**src/rtl/reg_bus_pkg.sv**
```systemverilog
// Shared types and constants for the register bus master.
//   state_t        controller states
//   TurnCycles     idle bus cycles inserted after every bus cycle
//   resp_zero_bit  value driven into respData for unanswered/out-of-range reads
package reg_bus_pkg;

    typedef enum logic [2:0] {
        Idle,
        Write,
        Read,
        Turn,
        Resp
    } state_t;

    localparam int TurnCycles = 1;

    // Replicated to BitWidth by the user; keeps the package width-agnostic.
    function automatic logic resp_zero_bit();
        return 1'b0;
    endfunction

endpackage

```
**src/rtl/register_bus_master_if.sv**
```systemverilog
// Core-side request/response channels and the shared register bus.
//   master modport : controller view (drives reqReady, resp*, bus* outputs)
//   slave modport  : core + register bank view (the opposite directions)
// Optional macro REG_BUS_ERROR_EN adds respError and writeError.
interface register_bus_master_if #(
    parameter int BitWidth   = 32,
    parameter int SlaveCount = 32,
    parameter int AddrWidth  = $clog2(SlaveCount)
);
    logic                  reqValid;
    logic                  reqReady;
    logic                  reqWrite;
    logic [AddrWidth-1:0]  reqAddr;
    logic [BitWidth-1:0]   reqData;
    logic                  respValid;
    logic                  respReady;
    logic [BitWidth-1:0]   respData;
    logic [SlaveCount-1:0] busEnable;
    logic                  busWrite;
    logic [BitWidth-1:0]   busWData;
    logic [BitWidth-1:0]   busRData;
`ifdef REG_BUS_ERROR_EN
    logic                  respError;
    logic                  writeError;
`endif

    modport master (
        input  reqValid, reqWrite, reqAddr, reqData, respReady, busRData,
`ifdef REG_BUS_ERROR_EN
        output respError, writeError,
`endif
        output reqReady, respValid, respData, busEnable, busWrite, busWData
    );

    modport slave (
        output reqValid, reqWrite, reqAddr, reqData, respReady, busRData,
`ifdef REG_BUS_ERROR_EN
        input  respError, writeError,
`endif
        input  reqReady, respValid, respData, busEnable, busWrite, busWData
    );

endinterface

```
**src/rtl/register_bus_master_decoder.sv**
```systemverilog
// onehot_decoder: binary index -> one-hot select.
//   index  : binary slave index (Width bits)
//   onehot : Count-bit select; all zero when index >= Count
module onehot_decoder #(
    parameter int Width = 5,
    parameter int Count = 32
) (
    input  logic [Width-1:0] index,
    output logic [Count-1:0] onehot
);
    // Only indices 0..Count-1 have a matching bit, so an out-of-range
    // index naturally decodes to all zeros.
    for (genvar i = 0; i < Count; i++) begin : g_bit
        assign onehot[i] = (index == Width'(i));
    end
endmodule

```
**src/rtl/register_bus_master.sv**
```systemverilog
// register_bus_master: issues single read/write transactions to a bank of
// SlaveCount registers over a shared bus, with an idle turnaround cycle
// after every bus cycle so no two slaves drive busRData back to back.
// Ports:
//   clock, reset : single clock, synchronous active-high reset
//   bus          : register_bus_master_if.master (request, response, bus)
// Optional macro REG_BUS_ERROR_EN: adds respError / writeError flags.
module register_bus_master
    import reg_bus_pkg::*;
#(
    parameter int BitWidth   = 32,
    parameter int SlaveCount = 32,
    parameter int AddrWidth  = $clog2(SlaveCount)
) (
    input  logic                  clock,
    input  logic                  reset,
    register_bus_master_if.master bus
);
    state_t                state, nextState;
    logic [AddrWidth-1:0]  addrQ;
    logic [BitWidth-1:0]   dataQ;
    logic                  writeQ;
    logic [BitWidth-1:0]   respDataQ;
    logic [3:0]            turnCnt;
    logic [SlaveCount-1:0] decoded;
    logic                  addrOk;
    logic                  accept;

    onehot_decoder #(.Width(AddrWidth), .Count(SlaveCount)) u_dec (
        .index  (addrQ),
        .onehot (decoded)
    );

    // Decoder yields a bit only for an in-range index.
    assign addrOk = |decoded;
    assign accept = bus.reqValid && (state == Idle);

    always_ff @(posedge clock) begin
        if (reset) begin
            state     <= Idle;
            addrQ     <= '0;
            dataQ     <= '0;
            writeQ    <= 1'b0;
            respDataQ <= '0;
            turnCnt   <= '0;
        end else begin
            state <= nextState;
            if (accept) begin
                addrQ  <= bus.reqAddr;
                dataQ  <= bus.reqData;
                writeQ <= bus.reqWrite;
            end
            // An unselected bus floats, so never sample it for out-of-range reads.
            if (state == Read)
                respDataQ <= addrOk ? bus.busRData : {BitWidth{resp_zero_bit()}};
            turnCnt <= (state == Turn) ? turnCnt + 4'd1 : 4'd0;
        end
    end

    always_comb begin
        nextState = state;
        case (state)
            Idle:    if (bus.reqValid) nextState = bus.reqWrite ? Write : Read;
            Write:   nextState = Turn;
            Read:    nextState = Turn;
            Turn:    if (turnCnt == 4'(TurnCycles - 1)) nextState = writeQ ? Idle : Resp;
            Resp:    if (bus.respReady) nextState = Idle;
            default: nextState = Idle;
        endcase
    end

    // Outputs decode straight from registered state: one bus cycle per
    // transaction, zero everywhere else, so wdata never leaks.
    assign bus.reqReady  = (state == Idle);
    assign bus.busEnable = (state == Write || state == Read) ? decoded : '0;
    assign bus.busWrite  = (state == Write) && addrOk;
    assign bus.busWData  = bus.busWrite ? dataQ : '0;
    assign bus.respValid = (state == Resp);
    assign bus.respData  = respDataQ;

`ifdef REG_BUS_ERROR_EN
    logic errQ;

    always_ff @(posedge clock) begin
        if (reset)               errQ <= 1'b0;
        else if (state == Write) errQ <= !addrOk;
        else if (state == Read)  errQ <= !addrOk || $isunknown(bus.busRData);
    end

    assign bus.respError  = (state == Resp) && errQ;
    assign bus.writeError = (state == Turn) && writeQ && errQ;
`endif

endmodule

```
**src/flat_wrapper.sv**
```systemverilog
// flat-port wrapper written by rule: the top's interface ports become plain ports
module register_bus_master_flat import reg_bus_pkg::*;
#(
    parameter int BitWidth   = 32,
    parameter int SlaveCount = 32,
    parameter int AddrWidth  = $clog2(SlaveCount)
)
  (clock, reset, bus_reqValid, bus_reqWrite, bus_reqAddr, bus_reqData, bus_respReady, bus_busRData, bus_reqReady, bus_respValid, bus_respData, bus_busEnable, bus_busWrite, bus_busWData);
  register_bus_master_if #(.BitWidth(BitWidth), .SlaveCount(SlaveCount), .AddrWidth(AddrWidth)) bus_i ();
  input  logic clock;
  input  logic reset;
  input wire logic [$bits(bus_i.reqValid)-1:0] bus_reqValid;
  input wire logic [$bits(bus_i.reqWrite)-1:0] bus_reqWrite;
  input wire logic [$bits(bus_i.reqAddr)-1:0] bus_reqAddr;
  input wire logic [$bits(bus_i.reqData)-1:0] bus_reqData;
  input wire logic [$bits(bus_i.respReady)-1:0] bus_respReady;
  input wire logic [$bits(bus_i.busRData)-1:0] bus_busRData;
  output wire logic [$bits(bus_i.reqReady)-1:0] bus_reqReady;
  output wire logic [$bits(bus_i.respValid)-1:0] bus_respValid;
  output wire logic [$bits(bus_i.respData)-1:0] bus_respData;
  output wire logic [$bits(bus_i.busEnable)-1:0] bus_busEnable;
  output wire logic [$bits(bus_i.busWrite)-1:0] bus_busWrite;
  output wire logic [$bits(bus_i.busWData)-1:0] bus_busWData;
  assign bus_i.reqValid = bus_reqValid;
  assign bus_i.reqWrite = bus_reqWrite;
  assign bus_i.reqAddr = bus_reqAddr;
  assign bus_i.reqData = bus_reqData;
  assign bus_i.respReady = bus_respReady;
  assign bus_i.busRData = bus_busRData;
  assign bus_reqReady = bus_i.reqReady;
  assign bus_respValid = bus_i.respValid;
  assign bus_respData = bus_i.respData;
  assign bus_busEnable = bus_i.busEnable;
  assign bus_busWrite = bus_i.busWrite;
  assign bus_busWData = bus_i.busWData;
  register_bus_master #(.BitWidth(BitWidth), .SlaveCount(SlaveCount), .AddrWidth(AddrWidth)) u_core (.clock(clock), .reset(reset), .bus(bus_i));
endmodule
```
**config.mk**
```make
export PLATFORM = sky130hd
export DESIGN_NAME = register_bus_master_flat
export DESIGN_NICKNAME = d
export VERILOG_FILES = /design/src/rtl/reg_bus_pkg.sv /design/src/rtl/register_bus_master_if.sv /design/src/rtl/register_bus_master_decoder.sv /design/src/rtl/register_bus_master.sv /design/src/flat_wrapper.sv
export SDC_FILE = /design/constraint.sdc
export NUM_CORES = 1
export LEC_CHECK = 0
export ABC_AREA = 1
export BUFFER_PORTS_ARGS = -buffer_cell sky130_fd_sc_hd__buf_2
export CAP_MARGIN = 20
export CORE_MARGIN = 2
export CORE_UTILIZATION = 48
export DETAILED_ROUTE_END_ITERATION = 10
export GPL_TIMING_DRIVEN = 0
export HOLD_SLACK_MARGIN = 0.12
export PLACE_DENSITY = 0.81
export SLEW_MARGIN = 10
export SYNTH_ARGS = -nofsm -noshare
export SYNTH_HDL_FRONTEND = slang
export SYNTH_HIERARCHICAL = 1
export SYNTH_SLANG_ARGS = --single-unit
```
**constraint.sdc**
```tcl
create_clock -name clock -period 2.4 [get_ports clock]
set_input_delay 0.36 -clock clock [delete_from_list [all_inputs] [get_ports clock]]
set_output_delay 0.36 -clock clock [all_outputs]
set_load 0.05 [all_outputs]
```
## Word level (Yosys, flattened, before mapping)

Cells that the tools add are included.
W data, S select, Z words.

- Bits of input ports: 74
- Register bits after elaboration: 77

- $add $sub $neg: 1
- Reduce and logical (&&, ||, !) cells: 10
- Mux-type cells: 9
- Eq/ne operators: 38
- Bitwise operators: 1

Operators with widths:

| cell | number |
|---|---|
| $mux W32 | 3 |
| $eq A5 B5 Y1 const B | 16 |
| $eq A5 B4 Y1 const B | 8 |
| $reduce_or A32 Y1 | 1 |
| $eq A5 B3 Y1 const B | 4 |
| $mux W3 | 4 |
| $pmux W3 S4 | 1 |
| $eq A5 B2 Y1 const B | 2 |
| $eq A3 B2 Y1 const B | 2 |
| $ne A2 B2 Y1 const B | 3 |
| $eq A5 B1 Y1 const B | 1 |
| $logic_not A5 Y1 | 1 |
| $add A4 B1 Y4 const B | 1 |
| $logic_not A4 Y1 | 1 |
| $reduce_or A2 Y1 | 2 |
| $eq A3 B1 Y1 const B | 1 |
| $eq A3 B3 Y1 const B | 1 |
| $logic_not A3 Y1 | 1 |
| $reduce_and A3 Y1 | 1 |
| $logic_and A1 B1 Y1 | 2 |
| $mux W2 | 1 |
| $logic_or A1 B1 Y1 | 1 |
| $not A1 Y1 | 1 |

## Longest topological paths before layout

Gate-level depths: netlist of the first run.

- Depth in word-level cells: 4
- Gate-level depth with buffers: 11
- Depth with buffers taken out: 10

## Hierarchy

The synthesis of the first run kept the hierarchy.

Modules (own cells, without submodules):

| module | seq. area each (µm²) | area an instance (µm²) | cells each | times used |
|---|---|---|---|---|
| register_bus_master | 1541.5 | 3659.8 | 498 | 1 |
| onehot_decoder | 0.0 | 269.0 | 65 | 1 |

## Worst setup path after synthesis of the first run

No wires, ideal clock.

- Path kind: register to output
- Start point: register u_core.addrQ[2]
- End point: output port bus_busWData[10]
- Arrival time: 2.316 ns
- Cell stages (with the launch flop): 12
- Slack: -0.276 ns
- Data required time: 2.040 ns
- Cells stage by stage: dfxtp_1 > inv_1 > nor2_1 > nand2_1 > nor2_1 > nor2_1 > nand2_1 > nor2_2 > nand2_4 > nor2_8 > buf_12 > nor3_1

- Word-level cells in the longest chain between the ends: 4
- Elaborated cells on any way between the ends: 35
- Classes of those cells: 31 x eq/ne; 1 x mux; 3 x reduce/logical

Ends and longest elaborated chain:

| what | line | RTL |
|---|---|---|
| start: declaration | register_bus_master.sv:20 | `logic [AddrWidth-1:0] addrQ;` |
| start signal: assignment | register_bus_master.sv:49 | `addrQ <= bus.reqAddr;` |
| $eq A5 B3 Y1 | register_bus_master_decoder.sv:14 | `assign onehot[i] = (index == Width'(i));` |
| net u_core.decoded[6] | register_bus_master.sv:25 | `logic [SlaveCount-1:0] decoded;` |
| $reduce_or A32 Y1 | register_bus_master.sv:35 | `assign addrOk = \|decoded;` |
| $logic_and A1 B1 Y1 | register_bus_master.sv:76 | `assign bus.busWrite = (state == Write) && addrOk;` |
| $mux W32 | register_bus_master.sv:77 | `assign bus.busWData = bus.busWrite ? dataQ : '0;` |
| end: declaration | flat_wrapper.sv:23 | `output wire logic [$bits(bus_i.busWData)-1:0] bus_busWData;` |

The timed path passes the listed nets, and every way through them passes these cells.

## Final worst setup path of the first run

- Start point: register u_core.addrQ[1]
- End point: output port bus_busWData[20]

- Word-level cells in the longest chain between the ends: 4
- Elaborated cells on any way between the ends: 35
- Classes of those cells: 31 x eq/ne; 1 x mux; 3 x reduce/logical

Ends and longest elaborated chain:

| what | line |
|---|---|
| $eq A5 B5 Y1 | register_bus_master_decoder.sv:14 |
| net u_core.decoded[23] | register_bus_master.sv:25 |
| $reduce_or A32 Y1 | register_bus_master.sv:35 |
| $logic_and A1 B1 Y1 | register_bus_master.sv:76 |
| $mux W32 | register_bus_master.sv:77 |

The timed path passes the listed nets, and every way through them passes these cells.

==> metrics.md, run 1 <==
| Metric | Value |
|---|---|
| Worst-Margin Slew | 0.774 ns |
| Final min period | 2.53 ns |
| Synth cell count leaders | 83 x nor2_1, 77 x dfxtp_1, 77 x inv_1 |
| Count of max-cap constraint violations | 0 |
| Dpl cells | between 800 and 900 |
| Fillcell total | 565 |
| Pre-CTS WS | roughly 0.039 ns |
| Chip height | 94.5 um |
| Initial core utilization | 0.501 |
| GRT Overall Usage | 0.293 |
| Layout area overhead | 50.8% |
| CTS tree | done |
| Worst EP arrival | between 2 and 2.5 ns |
| Core ar. | 0.00785 sq mm |
| Synth Area per Inst | ~7 sq um |
| Final nets | 844 |
| Synthesized area | 0.00393 sq mm |
| TNS Setup | -3.08 ns |
| Syn nets | 639 |
| Internal power | 0.00369 W |
| Grt ovf | 0 |
| Final core occ | 0.755 |
| Post-synth EDFFs | 0 |
| Fin area | 0.00592 sq mm |
| Final worst setup slack | -0.128 ns |
| Kind of critical path | flip-flop to output pin |
| Slowest cell on crit path | dfxtp_4 |
| Antenna cells | 0 |
| Leakage | approximately 2.7 nW |
| CTS buffer count | 9 |
| Power density cells | 1280 mW/mm^2 |
| Critical path's largest stage delay | around 0.45 ns |
| Data required, critical path | 2.04 ns |
| Largest net degree at the start of global routing | 14 |
| Initial DRC Count | 304 |
| Initial antenna violation count | 0 |
| # IOs | 173 |
| Clock network fraction of design power | 0.146 |
| Post-DR wirelength/cell | 16.1 um |
| Hold Fails Final Rpt | 0 |
| Post-synth top area share | 0.392 |
| Ratio of cells with drive above 1 in the final layout | 0.439 |
| Main area contributors after synthesis | dfxtp_1 39%, a21oi_1 9.3%, o21ai_1 8.0%, nor2_1 7.9%, inv_1 7.4% |
| Final non-filler cell total | 875 |
| Antenna-violating nets left | 0 |
| Ys flop type | dfxtp_1 |
| Failing checks | negative setup slack |
| Longest Clk Path Bufs | 2 |
| RSZ-0062 raised after global routing | true |
| Via/cell ratio | 5.35 |
| Gate Count Post-Synth | 563 |
| Clk root buf | clkbuf_8 |
| Max Slew Vio Count | 0 |
| Net switching power | between 0.003 and 0.004 W |
| H-tree depth | 3 |
| Die ar. | 0.00892 sq mm |
| Netlist cell types | 25 |
| R2r worst-path depth | 14 |
| Worst setup SP type | flip-flop |
| Post-synthesis sequential area ratio | 0.392 |
| Gp weighted congestion | 0.902 |
| Vias | 4684 |
| Count leader, synth | nor2_1 |
| Synth warnings | 6 |
| Rows | 32 |
| Input/output buffers | 171 |
| Reg power frac | 0.254 |
| Post-synth top area cell | dfxtp_1 |
| Die Wd | around 94 um |
| Clock Skew | roughly 0.0098 ns |
| Async SR Flop Fraction | 0 |
| Fin crit share | 1.05 |
| Setup violations, final | 33 |
| Clock-pin slew of the registers on the worst-case setup and hold paths | 0.08 ns |
| Critical-path cell list | nand2_8 -> buf_12 -> nor3_2 -> nor2_2 -> nand2_1 -> nor2_4 -> nand2_4 -> nor2_8 -> buf_6 -> nor3_2 -> buf_6 |
| Iteration count of the initial detailed-routing pass | 5 |
| Max VDD drop | 0.00108 V |
| First-pass GRT wire length | 20700 um |
| Max Fanout on Critical Path | 7 |
| Register bit total from synthesis | a little under 80 |
| DP Wirelength | 8650 um |
| CTS Sinks | 77 |
| Vias in the first global route | roughly 4.4k |
| Final wirelength | 14100 um |
| Sw frac | 0.514 |
| Status | complete, but fails checks |
| Setup crit end kind | output pin |
| Max_slew headroom | 0.484 |
| Power share of the combinational group | 0.600 |
| Hold path depth | 3 |
| Type of the worst min-delay path | input port to flip-flop |
| DRC viols | 0 |
| FMAX | 0.396 GHz |
| Latest clock arrival within the worst-skew pair | 0.35 ns |
| DP Area | 0.00493 sq mm |
-- registers in the layout, summed over array words and instances (netlist names) --
register	count
u_core/turnCnt	4
u_core/state	3
u_core/writeQ	1
u_core/dataQ	32
u_core/addrQ	5
u_core/bus.respData	32
-- cell usage in the layout (no fill, tap or decap), drive strengths merged --
cell,count
nand2,45
ha,2
or2,1
xnor2,1
clkinv,3
nor3,43
a21oi,73
inv,84
a31oi,1
buf,223
bufinv,2
nor2,90
o21ai,98
nand3,9
clkbuf,21
dfxtp,77
-- kinds of logic after synthesis --
family	synth area share
compound gates	0.219
flops	0.392
buf+inv	0.148
simple gates	0.232
xor+xnor	0.00223
fa+ha+maj	0.00637
-- area by class of cell --
type | count | area, sq um | area share
Clock buffer | 11 | 141 | 0.0239
Multi-Input combinational cell | 363 | 2120 | 0.358
Sequential cell | 77 | 1560 | 0.263
Timing Repair Buffer | 194 | 1280 | 0.216
Tap cell | 102 | 128 | 0.0215
Clock inverter | 5 | 82.6 | 0.0139
Inverter | 84 | 333 | 0.0562
Buffer | 39 | 282 | 0.0475
-- power by group through the flow --
stage	logic, W	clock network (W)	registers, W
2_1_floorplan	0.00233	0	0.00255
3_3_place_gp	0.00374	0	0.00187
3_5_place_dp	0.00383	0	0.00188
4_1_cts	0.00428	0.00111	0.00188
5_1_grt	0.00484	0.00118	0.00197
6_report	0.00456	0.00111	0.00193
-- through the flow --
step                      total power [W]  hold slack, ns
after floorplan                   0.00488           0.429
after global placement            0.00561           0.439
after detailed placement          0.00572           0.451
after CTS                         0.00728           0.254
after global routing              0.00799           0.260
final                             0.00759           0.266
-- path summary, 6_finish.rpt --
kind                    start                       to  slack [ns]
max           u_core/addrQ[1]         bus_busWData[20]       -0.13
min          bus_busRData[20]  u_core/bus.respData[20]        0.27
max reg2reg   u_core/addrQ[4]  u_core/bus.respData[14]        0.29
min reg2reg     u_core/writeQ            u_core/writeQ        0.48
-- worst max-delay path: cells and delay by family (launching register included) --
| kind | cells | cell delay, ns |
|---|---|---|
| and+or+nand+nor | 8 | 0.87 |
| buffers and inverters | 3 | 0.48 |
| DFF | 1 | 0.45 |
-- routing by layer --
| layer | part of all wire | global-route usage |
|---|---|---|
| met1 | 0.38 | 0.350 |
| met2 | 0.51 | 0.486 |
| met3 | 0.078 | 0.0798 |
| met4 | 0.030 | 0.147 |
| met5 | 0 | 0 |
-- what timing repair did --
| action | CTS | global route |
|---|---|---|
| pin swaps | 7 | 21 |
| setup buffers | 9 | 10 |
| endpoints found under the setup margin | 33 | 33 |
| hold buffers | 0 | 0 |
| cloned | 3 | 1 |
| gates resized for setup | 113 | 51 |
No activity file was read; power rests on OpenSTA's default activity.
==> run 2: changes to the inputs <==
CELL_PAD_IN_SITES_DETAIL_PLACEMENT = 0   (was unset)
CELL_PAD_IN_SITES_GLOBAL_PLACEMENT = 1   (was unset)
CORE_UTILIZATION = 30   (was 48)
PLACE_DENSITY = unset   (was 0.81)
PLACE_DENSITY_LB_ADDON = 0.1   (was unset)
SYNTH_HIERARCHICAL = unset   (was 1)
==> metrics.md, run 2 <==
| Metric | Value |
|---|---|
| Status | finished clean |
| Max VDD drop | 0.000742 V |
| Simple logic cell fraction of the synthesized area | 0.233 |
| Async SR Flop Fraction | 0 |
| Clock Skew | roughly 0.0076 ns |
| Synth Area per Inst | 7.11 sq um |
| Via/cell ratio | 4.38 |
| GRT Overall Usage | 0.163 |
| Post-synthesis sequential area ratio | 0.470 |
| Synth warnings | 0 |
| Synth Area in Compound Gates | 0.175 |
| Iteration count of the initial detailed-routing pass | 4 |
| Leakage | 2.23 nW |
| Hold_buf cts | 0 |
| Kind of critical path | flip-flop to output pin |
| Die Wd | 109 um |
| Count of max-cap constraint violations | 0 |
| Chip height | roughly 110 um |
| Critical path's largest stage delay | roughly 0.40 ns |
| Data required, critical path | 2.04 ns |
| Synthesized area | 0.00328 sq mm |
| Setup Buffers After CTS | 0 |
| Final min period | 2.24 ns |
| Clk root buf | clkbuf_8 |
| Worst-Margin Slew | 0.408 ns |
| H-tree depth | 3 |
| Synth cell count leaders | 132 x nor2_1, 77 x dfxtp_1, 68 x o21ai_0 |
| CTS tree | done |
| Max Slew Vio Count | 0 |
| DP Area | 0.00432 sq mm |
| Critical-path cell list | inv_1 -> nand2_1 -> nor2_4 -> inv_1 -> buf_2 -> nor3_1 -> clkbuf_4 |
| Initial DRC Count | 129 |
| Grt ovf | 0 |
| Power density cells | 1370 mW/mm^2 |
| Gate Count Post-Synth | 461 |
| Layout area overhead | 38.5% |
| Syn nets | 537 |
| Leading cell type in the layout, fill and taps excluded | buf_2 |
| Setup crit end kind | output pin |
| Most frequent CP cell | inv_1 |
| CTS buffer count | 9 |
| Area occupied by multi-input gates | 0.00139 sq mm |
| Ratio of cells with drive above 1 in the final layout | 0.342 |
| Ys flop type | dfxtp_1 |
| FMAX | 0.446 GHz |
| Clock-pin slew of the registers on the worst-case setup and hold paths | 0.08 ns |
| Post-DR wirelength/cell | 12.1 um |
| Final wirelength | 9580 um |
| Rows | 38 |
| Netlist cell types | 25 |
| Longest Clk Path Bufs | 2 |
| Fillcell total | 1228 |
| Max_slew headroom | 0.728 |
| Max Fanout on Critical Path | 10 |
| Largest net degree at the start of global routing | 14 |
| Post-synth EDFFs | 0 |
| Count leader, synth | nor2_1 |
| DRC viols | 0 |
| Hold Fails Final Rpt | 0 |
| Worst hold slack | 0.201 ns |
| CTS Sinks | 77 |
| Slowest cell on crit path | dfxtp_1 |
| Register bit total from synthesis | between 70 and 80 |
| Setup violations, final | 0 |
| Worst EP arrival | 1.88 ns |
| Initial core utilization | 0.305 |
| Post-synthesis mux area share | 0 |
| Most frequent cells in the layout | 178 x buf_2, 132 x nor2_1, 77 x dfxtp_1, 68 x o21ai_0, 52 x inv_1 |
| Initial antenna violation count | 0 |
| Input/output buffers | 172 |
| RSZ-0062 raised after global routing | false |
| Largest family of logic cells by synthesized area | simple AND/OR/NAND/NOR gates |
| First-pass GRT wire length | 15000 um |
| Register area | 0.00154 sq mm |
| Antenna-violating nets left | 0 |
| Final nets | 720 |
| Post-synth top area cell | dfxtp_1 |
| Post-synth top area share | 0.470 |
| Die ar. | about 0.012 sq mm |
| Fin crit share | 0.933 |
| Worst setup SP type | flip-flop |
| Gp weighted congestion | 0.798 |
| DP Wirelength | ~7300 um |
| Vias | 3464 |
| XOR/XNOR share of the synthesized area | 0.00267 |
| Core ar. | around 0.011 sq mm |
| Adder and majority gate portion of the synthesized area | 0.00764 |
| # IOs | 173 |
| Main area contributors after synthesis | dfxtp_1 47%, nor2_1 15%, o21ai_0 10%, a21oi_1 6.1%, inv_1 6.0% |
| Fin area | 0.00454 sq mm |
| Total power | 0.00620 W |
| Type of the worst min-delay path | input port to flip-flop |
| Latest clock arrival within the worst-skew pair | 0.35 ns |
| Vias in the first global route | 3303 |
run 2: cell types whose count changed after synthesis, sizes merged, moves of 2 or more:
cell,before,now
o21ai,98,70
clkbuf,8,12
nor2,90,135
nor3,43,13
a21oi,73,41
nand2,45,29
inv,84,55
nand3,9,6
nor4,0,2
buf,31,16
run 2: final cells by class:
| class | instances | area share |
|---|---|---|
| diodes | 1 | 0.000551 |
| plain buffers | 28 | 0.0350 |
| clock buffers | 10 | 0.0303 |
| clock inverters | 6 | 0.0135 |
| inverters | 55 | 0.0455 |
| multi-input cells | 301 | 0.305 |
| flip-flops and latches | 77 | 0.340 |
| well taps | 140 | 0.0386 |
| repair buffers | 172 | 0.192 |
run 2: logic make-up (layout without fill, tap and decap cells):
| group | Yosys count | in the layout |
|---|---|---|
| AOI/OAI and AO/OA | 112 | 112 |
| xor gates and xnor gates | 1 | 1 |
| adders and majority gates | 2 | 2 |
| buffers and inverters | 83 | 271 |
| DFF | 77 | 77 |
| other | 0 | 1 |
| and+or+nand+nor | 186 | 186 |
run 2: stage by stage:
| step | utilization | std cells | setup TNS [ns] | setup slack (ns) |
|---|---|---|---|---|
| 3_3_place_gp | 0.402 | 773 | 0 | 0.411 |
| 3_5_place_dp | 0.402 | 773 | 0 | 0.403 |
| 5_1_grt | 0.422 | 789 | 0 | 0.00347 |
| 2_1_floorplan | - | 461 | -0.357 | -0.142 |
| 4_1_cts | 0.421 | 789 | 0 | 0.00639 |
| 6_report | 0.422 | 790 | 0 | 0.160 |
run 2: what timing repair did:
item / in CTS / in global routing
resized for setup: 1 / 6
endpoints found under the setup margin: 1 / 21
pin swaps: 0 / 0
run 2: report_power, final:
group / switching, W / leakage, nW / internal (W) / total (W)
registers: 0.000194 / 0.634 / 0.00171 / 0.00191
logic: 0.00246 / 1.49 / 0.000825 / 0.00329
clock network: 0.000498 / 0.102 / 0.000507 / 0.00101
run 2: worst paths after layout:
path                   start                 endpoint  slack, ns  cells past startpoint
min reg2reg  u_core.dataQ[6]          u_core.dataQ[6]       0.45                      2
min                    reset            u_core.writeQ       0.20                      2
max          u_core.state[2]         bus_busEnable[0]       0.16                      7
max reg2reg  u_core.state[2]  u_core.bus.respData[31]       1.03                      5
run 2: routing by layer:
metal,vias up,GRT usage,wire length [um]
met2,107,0.266,4410
met3,12,0.0597,794
met1,1528,0.196,4230
met4,0,0.0586,136
li1,1817,-,-
met5,-,0,0
run 2: worst max-delay path: cells and delay by family (launching register included):
kind,cells,cell delay (ns)
buffers and inverters,4,0.64
and+or+nand+nor,3,0.49
DFF,1,0.40
